File: src/rtl/pattern_gen_pkg.sv
// Shared types and constants for the pattern_gen test-data source.
// Imported by the top, the LFSR sub-module and the bench.
package pattern_gen_pkg;

  typedef enum logic [1:0] {
    ST_IDLE = 2'd0,
    ST_GAP  = 2'd1,
    ST_SEND = 2'd2
  } state_e;

  typedef enum logic [1:0] {
    MODE_SEQ   = 2'd0,
    MODE_RAMP  = 2'd1,
    MODE_LFSR  = 2'd2,
    MODE_CONST = 2'd3
  } mode_e;

  localparam int STALL_W = 16;

  // Saturating increment for the stall counter.
  function automatic logic [STALL_W-1:0] sat_inc(input logic [STALL_W-1:0] v);
    return (&v) ? v : v + 1'b1;
  endfunction

endpackage

File: src/rtl/pattern_gen_if.sv
// Word handshake between pattern_gen (master) and its sink, e.g. a FIFO write port.
interface pattern_gen_if #(
  parameter int DATA_W = 8
);
  logic [DATA_W-1:0] d_out;
  logic              d_valid;
  logic              d_ready;

  modport master (output d_out, output d_valid, input d_ready);
  modport slave  (input d_out, input d_valid, output d_ready);
endinterface

File: src/rtl/pattern_lfsr.sv
// Galois LFSR: shifts right, XORs the tap mask when the bit shifted out is 1.
// A zero seed would lock up, so it is replaced by 1.
module pattern_lfsr #(
  parameter int                DATA_W    = 8,
  parameter logic [DATA_W-1:0] LFSR_TAPS = DATA_W'(8'hB8),
  parameter logic [DATA_W-1:0] SEED      = DATA_W'(8'h01)
) (
  input  logic              clock,
  input  logic              reset,
  input  logic              load,
  input  logic              step,
  output logic [DATA_W-1:0] q
);

  localparam logic [DATA_W-1:0] START = (SEED == '0) ? DATA_W'(1) : SEED;

  always_ff @(posedge clock or posedge reset) begin
    if (reset)     q <= START;
    else if (load) q <= START;
    else if (step) q <= (q >> 1) ^ (q[0] ? LFSR_TAPS : '0);
  end

endmodule

File: src/rtl/pattern_gen.sv
// Parametrised word source: step sequence, ramp, LFSR or constant words,
// one per programmable gap, handed over with valid/ready; finite or endless bursts.
module pattern_gen
  import pattern_gen_pkg::*;
#(
  parameter int                DATA_W    = 8,
  parameter int                GAP       = 2,
  parameter int                BURST_LEN = 0,
  parameter logic [DATA_W-1:0] BASE      = DATA_W'(8'h0A),
  parameter int                INC       = 2,
  parameter int                SEQ_LEN   = 3,
  parameter logic [DATA_W-1:0] LFSR_TAPS = DATA_W'(8'hB8),
  parameter logic [DATA_W-1:0] SEED      = DATA_W'(8'h01)
) (
  input  logic               clock,
  input  logic               reset,
  input  logic               enable,
  input  logic [1:0]         mode,
  pattern_gen_if.master      bus,
  output logic               done,
  output logic               leden,
  output logic [STALL_W-1:0] stall_cnt
);

  localparam logic [1:0] S_IDLE = ST_IDLE;
  localparam logic [1:0] S_GAP  = ST_GAP;
  localparam logic [1:0] S_SEND = ST_SEND;

  localparam int GW = (GAP > 1) ? $clog2(GAP) : 1;
  localparam int SW = (SEQ_LEN > 1) ? $clog2(SEQ_LEN) : 1;
  localparam logic [GW-1:0] GAP_LAST  = GW'(GAP - 1);
  localparam logic [SW-1:0] SEQ_LAST  = SW'(SEQ_LEN - 1);
  localparam logic [31:0]   WORD_LAST = 32'(BURST_LEN - 1);

  logic [1:0]        state, state_next;
  logic [GW-1:0]     gap_cnt;
  logic [31:0]       word_cnt;
  mode_e             mode_q;
  logic [SW-1:0]     seq_idx;
  logic [DATA_W-1:0] ramp;
  logic [DATA_W-1:0] lfsr_q;
  logic [DATA_W-1:0] pat_val;
  logic              accept;
  logic              burst_end;

  assign accept    = (state == S_SEND) && bus.d_ready;
  assign burst_end = accept && (BURST_LEN != 0) && (word_cnt == WORD_LAST);

  pattern_lfsr #(
    .DATA_W    (DATA_W),
    .LFSR_TAPS (LFSR_TAPS),
    .SEED      (SEED)
  ) u_lfsr (
    .clock (clock),
    .reset (reset),
    .load  (burst_end),
    .step  (accept && (mode_q == MODE_LFSR)),
    .q     (lfsr_q)
  );

  always_comb begin
    pat_val = BASE;
    case (mode_q)
      MODE_SEQ:   pat_val = BASE + DATA_W'(seq_idx) * DATA_W'(INC);
      MODE_RAMP:  pat_val = ramp;
      MODE_LFSR:  pat_val = lfsr_q;
      MODE_CONST: pat_val = BASE;
      default:    pat_val = BASE;
    endcase
  end

  // A pending word always completes; enable is only looked at after accept.
  always_comb begin
    state_next = state;
    case (state)
      S_IDLE: if (enable) state_next = S_GAP;
      S_GAP: begin
        if (!enable)                  state_next = S_IDLE;
        else if (gap_cnt == GAP_LAST) state_next = S_SEND;
      end
      S_SEND: begin
        if (bus.d_ready) begin
          if (burst_end || !enable) state_next = S_IDLE;
          else                      state_next = S_GAP;
        end
      end
      default: state_next = S_IDLE;
    endcase
  end

  always_ff @(posedge clock or posedge reset) begin
    if (reset) begin
      state       <= S_IDLE;
      gap_cnt     <= '0;
      word_cnt    <= '0;
      mode_q      <= MODE_SEQ;
      seq_idx     <= '0;
      ramp        <= '0;
      bus.d_out   <= '0;
      bus.d_valid <= 1'b0;
      done        <= 1'b0;
      leden       <= 1'b0;
      stall_cnt   <= '0;
    end else begin
      state <= state_next;
      leden <= (state_next != S_IDLE);
      done  <= burst_end;
      case (state)
        S_IDLE: begin
          if (enable) begin
            gap_cnt <= '0;
            mode_q  <= mode_e'(mode);
            // Stall count belongs to a burst; resuming a paused stream keeps it.
            if (word_cnt == '0) stall_cnt <= '0;
          end
        end
        S_GAP: begin
          if (!enable) begin
            gap_cnt <= '0;
          end else if (gap_cnt == GAP_LAST) begin
            bus.d_out   <= pat_val;
            bus.d_valid <= 1'b1;
          end else begin
            gap_cnt <= gap_cnt + 1'b1;
          end
        end
        S_SEND: begin
          if (!bus.d_ready) begin
            stall_cnt <= sat_inc(stall_cnt);
          end else begin
            bus.d_valid <= 1'b0;
            gap_cnt     <= '0;
            if (burst_end) begin
              // Restart every pattern so the next burst repeats exactly.
              word_cnt <= '0;
              seq_idx  <= '0;
              ramp     <= '0;
            end else begin
              word_cnt <= word_cnt + 1'b1;
              if (mode_q == MODE_SEQ)
                seq_idx <= (seq_idx == SEQ_LAST) ? '0 : seq_idx + 1'b1;
              if (mode_q == MODE_RAMP)
                ramp <= ramp + 1'b1;
            end
          end
        end
        default: ;
      endcase
    end
  end

endmodule
File: src/flat_wrapper.sv
// flat-port wrapper written by rule: the top's interface ports become plain ports
module pattern_gen_flat import pattern_gen_pkg::*;
#(
  parameter int                DATA_W    = 8,
  parameter int                GAP       = 2,
  parameter int                BURST_LEN = 0,
  parameter logic [DATA_W-1:0] BASE      = DATA_W'(8'h0A),
  parameter int                INC       = 2,
  parameter int                SEQ_LEN   = 3,
  parameter logic [DATA_W-1:0] LFSR_TAPS = DATA_W'(8'hB8),
  parameter logic [DATA_W-1:0] SEED      = DATA_W'(8'h01)
)
  (clock, reset, enable, mode, done, leden, stall_cnt, bus_d_out, bus_d_valid, bus_d_ready);
  pattern_gen_if #(.DATA_W(DATA_W)) bus_i ();
  input  logic clock;
  input  logic reset;
  input  logic enable;
  input  logic [1:0] mode;
  output logic done;
  output logic leden;
  output logic [STALL_W-1:0] stall_cnt;
  output wire logic [$bits(bus_i.d_out)-1:0] bus_d_out;
  output wire logic [$bits(bus_i.d_valid)-1:0] bus_d_valid;
  input wire logic [$bits(bus_i.d_ready)-1:0] bus_d_ready;
  assign bus_d_out = bus_i.d_out;
  assign bus_d_valid = bus_i.d_valid;
  assign bus_i.d_ready = bus_d_ready;
  pattern_gen #(.DATA_W(DATA_W), .GAP(GAP), .BURST_LEN(BURST_LEN), .BASE(BASE), .INC(INC), .SEQ_LEN(SEQ_LEN), .LFSR_TAPS(LFSR_TAPS), .SEED(SEED)) u_core (.clock(clock), .reset(reset), .enable(enable), .mode(mode), .bus(bus_i), .done(done), .leden(leden), .stall_cnt(stall_cnt));
endmodule
File: config.mk
export PLATFORM = sky130hd
export DESIGN_NAME = pattern_gen_flat
export DESIGN_NICKNAME = d
export VERILOG_FILES = /design/src/rtl/pattern_gen_pkg.sv /design/src/rtl/pattern_gen_if.sv /design/src/rtl/pattern_lfsr.sv /design/src/rtl/pattern_gen.sv /design/src/flat_wrapper.sv
export SDC_FILE = /design/constraint.sdc
export NUM_CORES = 1
export LEC_CHECK = 0
export CAP_MARGIN = 20
export CELL_PAD_IN_SITES_DETAIL_PLACEMENT = 1
export CELL_PAD_IN_SITES_GLOBAL_PLACEMENT = 1
export CORE_AREA = 5 5 133 135
export CTS_BUF_LIST = sky130_fd_sc_hd__clkbuf_8
export CTS_CLUSTER_SIZE = 40
export DETAILED_ROUTE_END_ITERATION = 10
export DIE_AREA = 0 0 138 140
export GPL_ROUTABILITY_DRIVEN = 1
export PLACE_DENSITY_LB_ADDON = 0.25
export SLEW_MARGIN = 40
export SYNTH_ARGS = -nofsm -noshare
export SYNTH_HDL_FRONTEND = slang
export SYNTH_SLANG_ARGS = --single-unit
File: constraint.sdc
create_clock -name clock -period 5.09 [get_ports clock]
set_input_delay 0.7635 -clock clock [delete_from_list [all_inputs] [get_ports clock]]
set_output_delay 0.7635 -clock clock [all_outputs]
set_load 0.01 [all_outputs]
==> impl_metrics.py <==
metrics = {
    "run_status": {
        "status": "finished, final reports clean",
    },
    "clocking": {
        "postCtsSetupBuffers": 0,
        "cts_tree": "yes",
        "cts-buffers-inserted": 9,
        "clkTransAtPathRegs_ps": 90,
        "postCtsHoldBufs": 0,
        "cts_resized": 0,
        "clock_path_buffers": 2,
        "htreeDepth": 3,
        "insertion_delay_ps": 370,
        "clock-sinks": 81,
        "clockRootBuffer": "clkbuf_8",
    },
    "synthesis": {
        "synth.most_common_cell": "dfrtp_1",
        "synth_nets": 387,
        "synth_common_cells": "80 x dfrtp_1, 34 x nand2_1, 31 x xnor2_1",
        "synth_cell_types": 51,
        "synth-seq-area-share_pct": 50.70,
        "synthFlopType": "dfrtp_1",
        "avgSynthCellArea_um2": 10.70,
        "syn_area_um2": 4000,
        "async_flop_share_pct": 100.0,
        "postSynthCellCount": 374,
        "synth_top_area_cell": "dfrtp_1",
        "ys_warn_count": 0,
        "synth_edf_count": 0,
        "synth_seq_cells": 81,
        "synth.top_cell.area_share_pct": 50.05,
        "synthTopCellsByArea": "dfrtp_1 50%, xnor2_1 6.8%, mux2_2 3.7%",
    },
    "route": {
        "route.detailed.drc": 0,
        "first_iter_violations": 105,
        "drtPass1Iterations": 4,
        "post_drt_wl_per_cell_um": 14.60,
        "finalWirelength_mm": 9.215,
        "vias_per_cell": 4.534,
        "vias": 2861,
        "final_antenna_net_count": 0,
    },
    "worst_setup_path": {
        "critPathMaxStageDelay_ps": 600,
        "slowest_stage": "or4_4",
        "worstSetupStartpointType": "flop",
        "r2r_end": "u_core.stall_cnt[0]",
        "worstPathRequired_ps": 5400,
        "r2r_slack_ps": 2630,
        "worstPathArrival_ps": 2770,
        "path_cells": "ha_1 -> nand2_1 -> or4_4 -> nor2_1 -> or3_1 -> mux2_2",
        "r2r_cells": 6,
        "path_max_fanout": 16,
        "critPathKind": "reg -> reg",
        "worstReg2RegStart": "u_core.stall_cnt[1]",
        "end_kind": "flop",
    },
    "grt": {
        "track_usage_pct": 10.07,
        "overflow": 0,
        "grt_pass1_vias": 3041,
        "antenna_found_initial": 0,
        "grt_max_degree": 44,
        "grt_pass1_wl_mm": 15.73,
    },
    "hold_path": {
        "min_to": "u_core.bus.d_out[2]",
        "hold-path-cell-count": 2,
        "worstHoldStart": "u_core.bus.d_out[2]",
        "hp-class": "reg -> reg",
    },
    "floorplanning": {
        "fp.dieW_um": 138,
        "io_pins": 33,
        "core_area_um2": 16350,
        "start_util_pct": 24.47,
        "die_h_um": 140,
        "rows": 47,
        "die_area_um2": 19320,
    },
    "cells_and_area": {
        "final_layout_size_suffix_gt1_share_pct": 12.41,
        "fin_nets": 419,
        "diodes": 0,
        "syn_to_final_growth_pct": 18.33,
        "fillers": 1902,
        "stdcell_area_um2": 4733,
        "final_cells": 631,
    },
    "placement": {
        "dpl-instance-area_um2": 4526,
        "placed_cells": 615,
        "portBuffers": 31,
        "place.gp.congestion": 0.7584,
        "dpl.hpwl_mm": 6.635,
    },
    "sta": {
        "drv_slew": 0,
        "rsz0062_at_grt": "false",
        "fmax_mhz": 407.1,
        "setup-tns-final_ps": 0,
        "finalClockSkew_ps": 13.38,
        "tightest_slew_ps": 759.2,
        "hold_violations": 0,
        "setup_viol": 0,
        "relSlewSlack_pct": 49.29,
        "period_share_pct": 48.26,
        "min_period_ps": 2457,
    },
    "flow_run": {
        "drv_cap": 0,
    },
    "pwr": {
        "p_leak_nw": 2.097,
        "vdd_drop_max_uv": 117.6,
        "cellPowerDensity_nw_per_um2": 355.7,
    },
}
## state kept, by name, indices dropped and copies added, names as in the netlist
| name | count |
|---|---|
| u_core.ramp | 8 |
| u_core.word_cnt | 32 |
| u_core.stall_cnt | 16 |
| u_core.leden | 1 |
| u_core.gap_cnt | 1 |
| u_core.seq_idx | 2 |
| u_core.bus.d_out | 8 |
| u_core.state | 2 |
| u_core.bus.d_valid | 1 |
| u_core.u_lfsr.q | 8 |
| u_core.mode_q | 2 |
## report_power, final
group	switching, mW	internal (mW)
clock network	0.235	0.263
logic	0.178	0.181
registers	0.0973	0.729
## layer usage
| metal | GRT usage, % | up-vias | wire length (µm) |
|---|---|---|---|
| li1 | - | 1392 | - |
| met1 | 13.31 | 1429 | 4565 |
| met2 | 15.67 | 27 | 4231 |
| met3 | 1.977 | 13 | 193 |
| met4 | 5.252 | 0 | 224 |
| met5 | 0 | - | 0 |
## cell type report
class / count / area, µm² / area share [%]
clock buffers: 12 / 165.2 / 3.489
clock inverters: 4 / 42.54 / 0.8988
inverters: 10 / 42.54 / 0.8988
multi-input cells: 272 / 1862 / 39.33
flip-flops and latches: 81 / 2028 / 42.85
well taps: 220 / 275.3 / 5.815
repair buffers: 32 / 317.8 / 6.714
## critical path, delay by kind of cell, from the launching register on
kind          cells  cell delay, ps
simple gates      4            1420
flops             1             460
fa+ha+maj         1             250
mux               1             260
## cell usage in the layout, fill, tap and decap left out, types with 2 or more instances in the layout
cell and count:
dfrtp_1 80, nand2_1 34, xnor2_1 31, clkdlybuf4s50_1 31, nor2_1 22, nand4_1 17
nand3_1 17, mux2_2 13, nor3_1 13, o21ai_0 13, clkbuf_8 12, and3_1 11
inv_1 11, xor2_1 11, a21oi_1 10, nor2b_1 8, a211o_1 7, ha_1 7
nor4_1 6, or3_1 5, and4_1 4, or2_2 4, a22oi_1 4, and2_1 4
o22a_2 3, o22ai_1 3, o21a_1 2, nor4_2 2, a22o_2 2, nor3b_1 2
nor4_4 2
## cell families (layout without fill, tap and decap cells)
family / after synthesis / count (layout) / share of synthesized area, %
AOI/OAI and AO/OA: 50 / 50 / 8.508
xor gates and xnor gates: 42 / 42 / 9.196
adders and majority gates: 7 / 7 / 2.189
buffers and inverters: 21 / 58 / 2.846
DFF: 81 / 81 / 50.70
muxes: 14 / 14 / 3.910
other: 1 / 1 / 0.09375
and+or+nand+nor: 158 / 158 / 22.55
## per-stage QoR
stage / power, mW / utilization [%] / hold WS, ps / setup slack [ps]
after floorplan: 1.059 / - / 445.2 / 2248
after global placement: 1.193 / 27.64 / 464.4 / 2293
after detailed placement: 1.208 / 27.68 / 477.1 / 2216
after CTS: 1.725 / 28.95 / 491.4 / 2598
after global routing: 1.794 / 28.95 / 498.6 / 2390
final: 1.683 / 28.95 / 488.1 / 2633
## how the worst max path moves through the flow
stage                         from                  end  cells after the start
2_1_floorplan                reset  u_core.bus.d_out[0]                      1
3_3_place_gp           bus_d_ready  u_core.word_cnt[27]                      6
3_5_place_dp           bus_d_ready  u_core.word_cnt[25]                      6
4_1_cts        u_core.stall_cnt[1]  u_core.stall_cnt[0]                      6
5_1_grt                bus_d_ready  u_core.word_cnt[31]                      6
6_report       u_core.stall_cnt[1]  u_core.stall_cnt[0]                      6
Power figures use the tool's default switching activity.
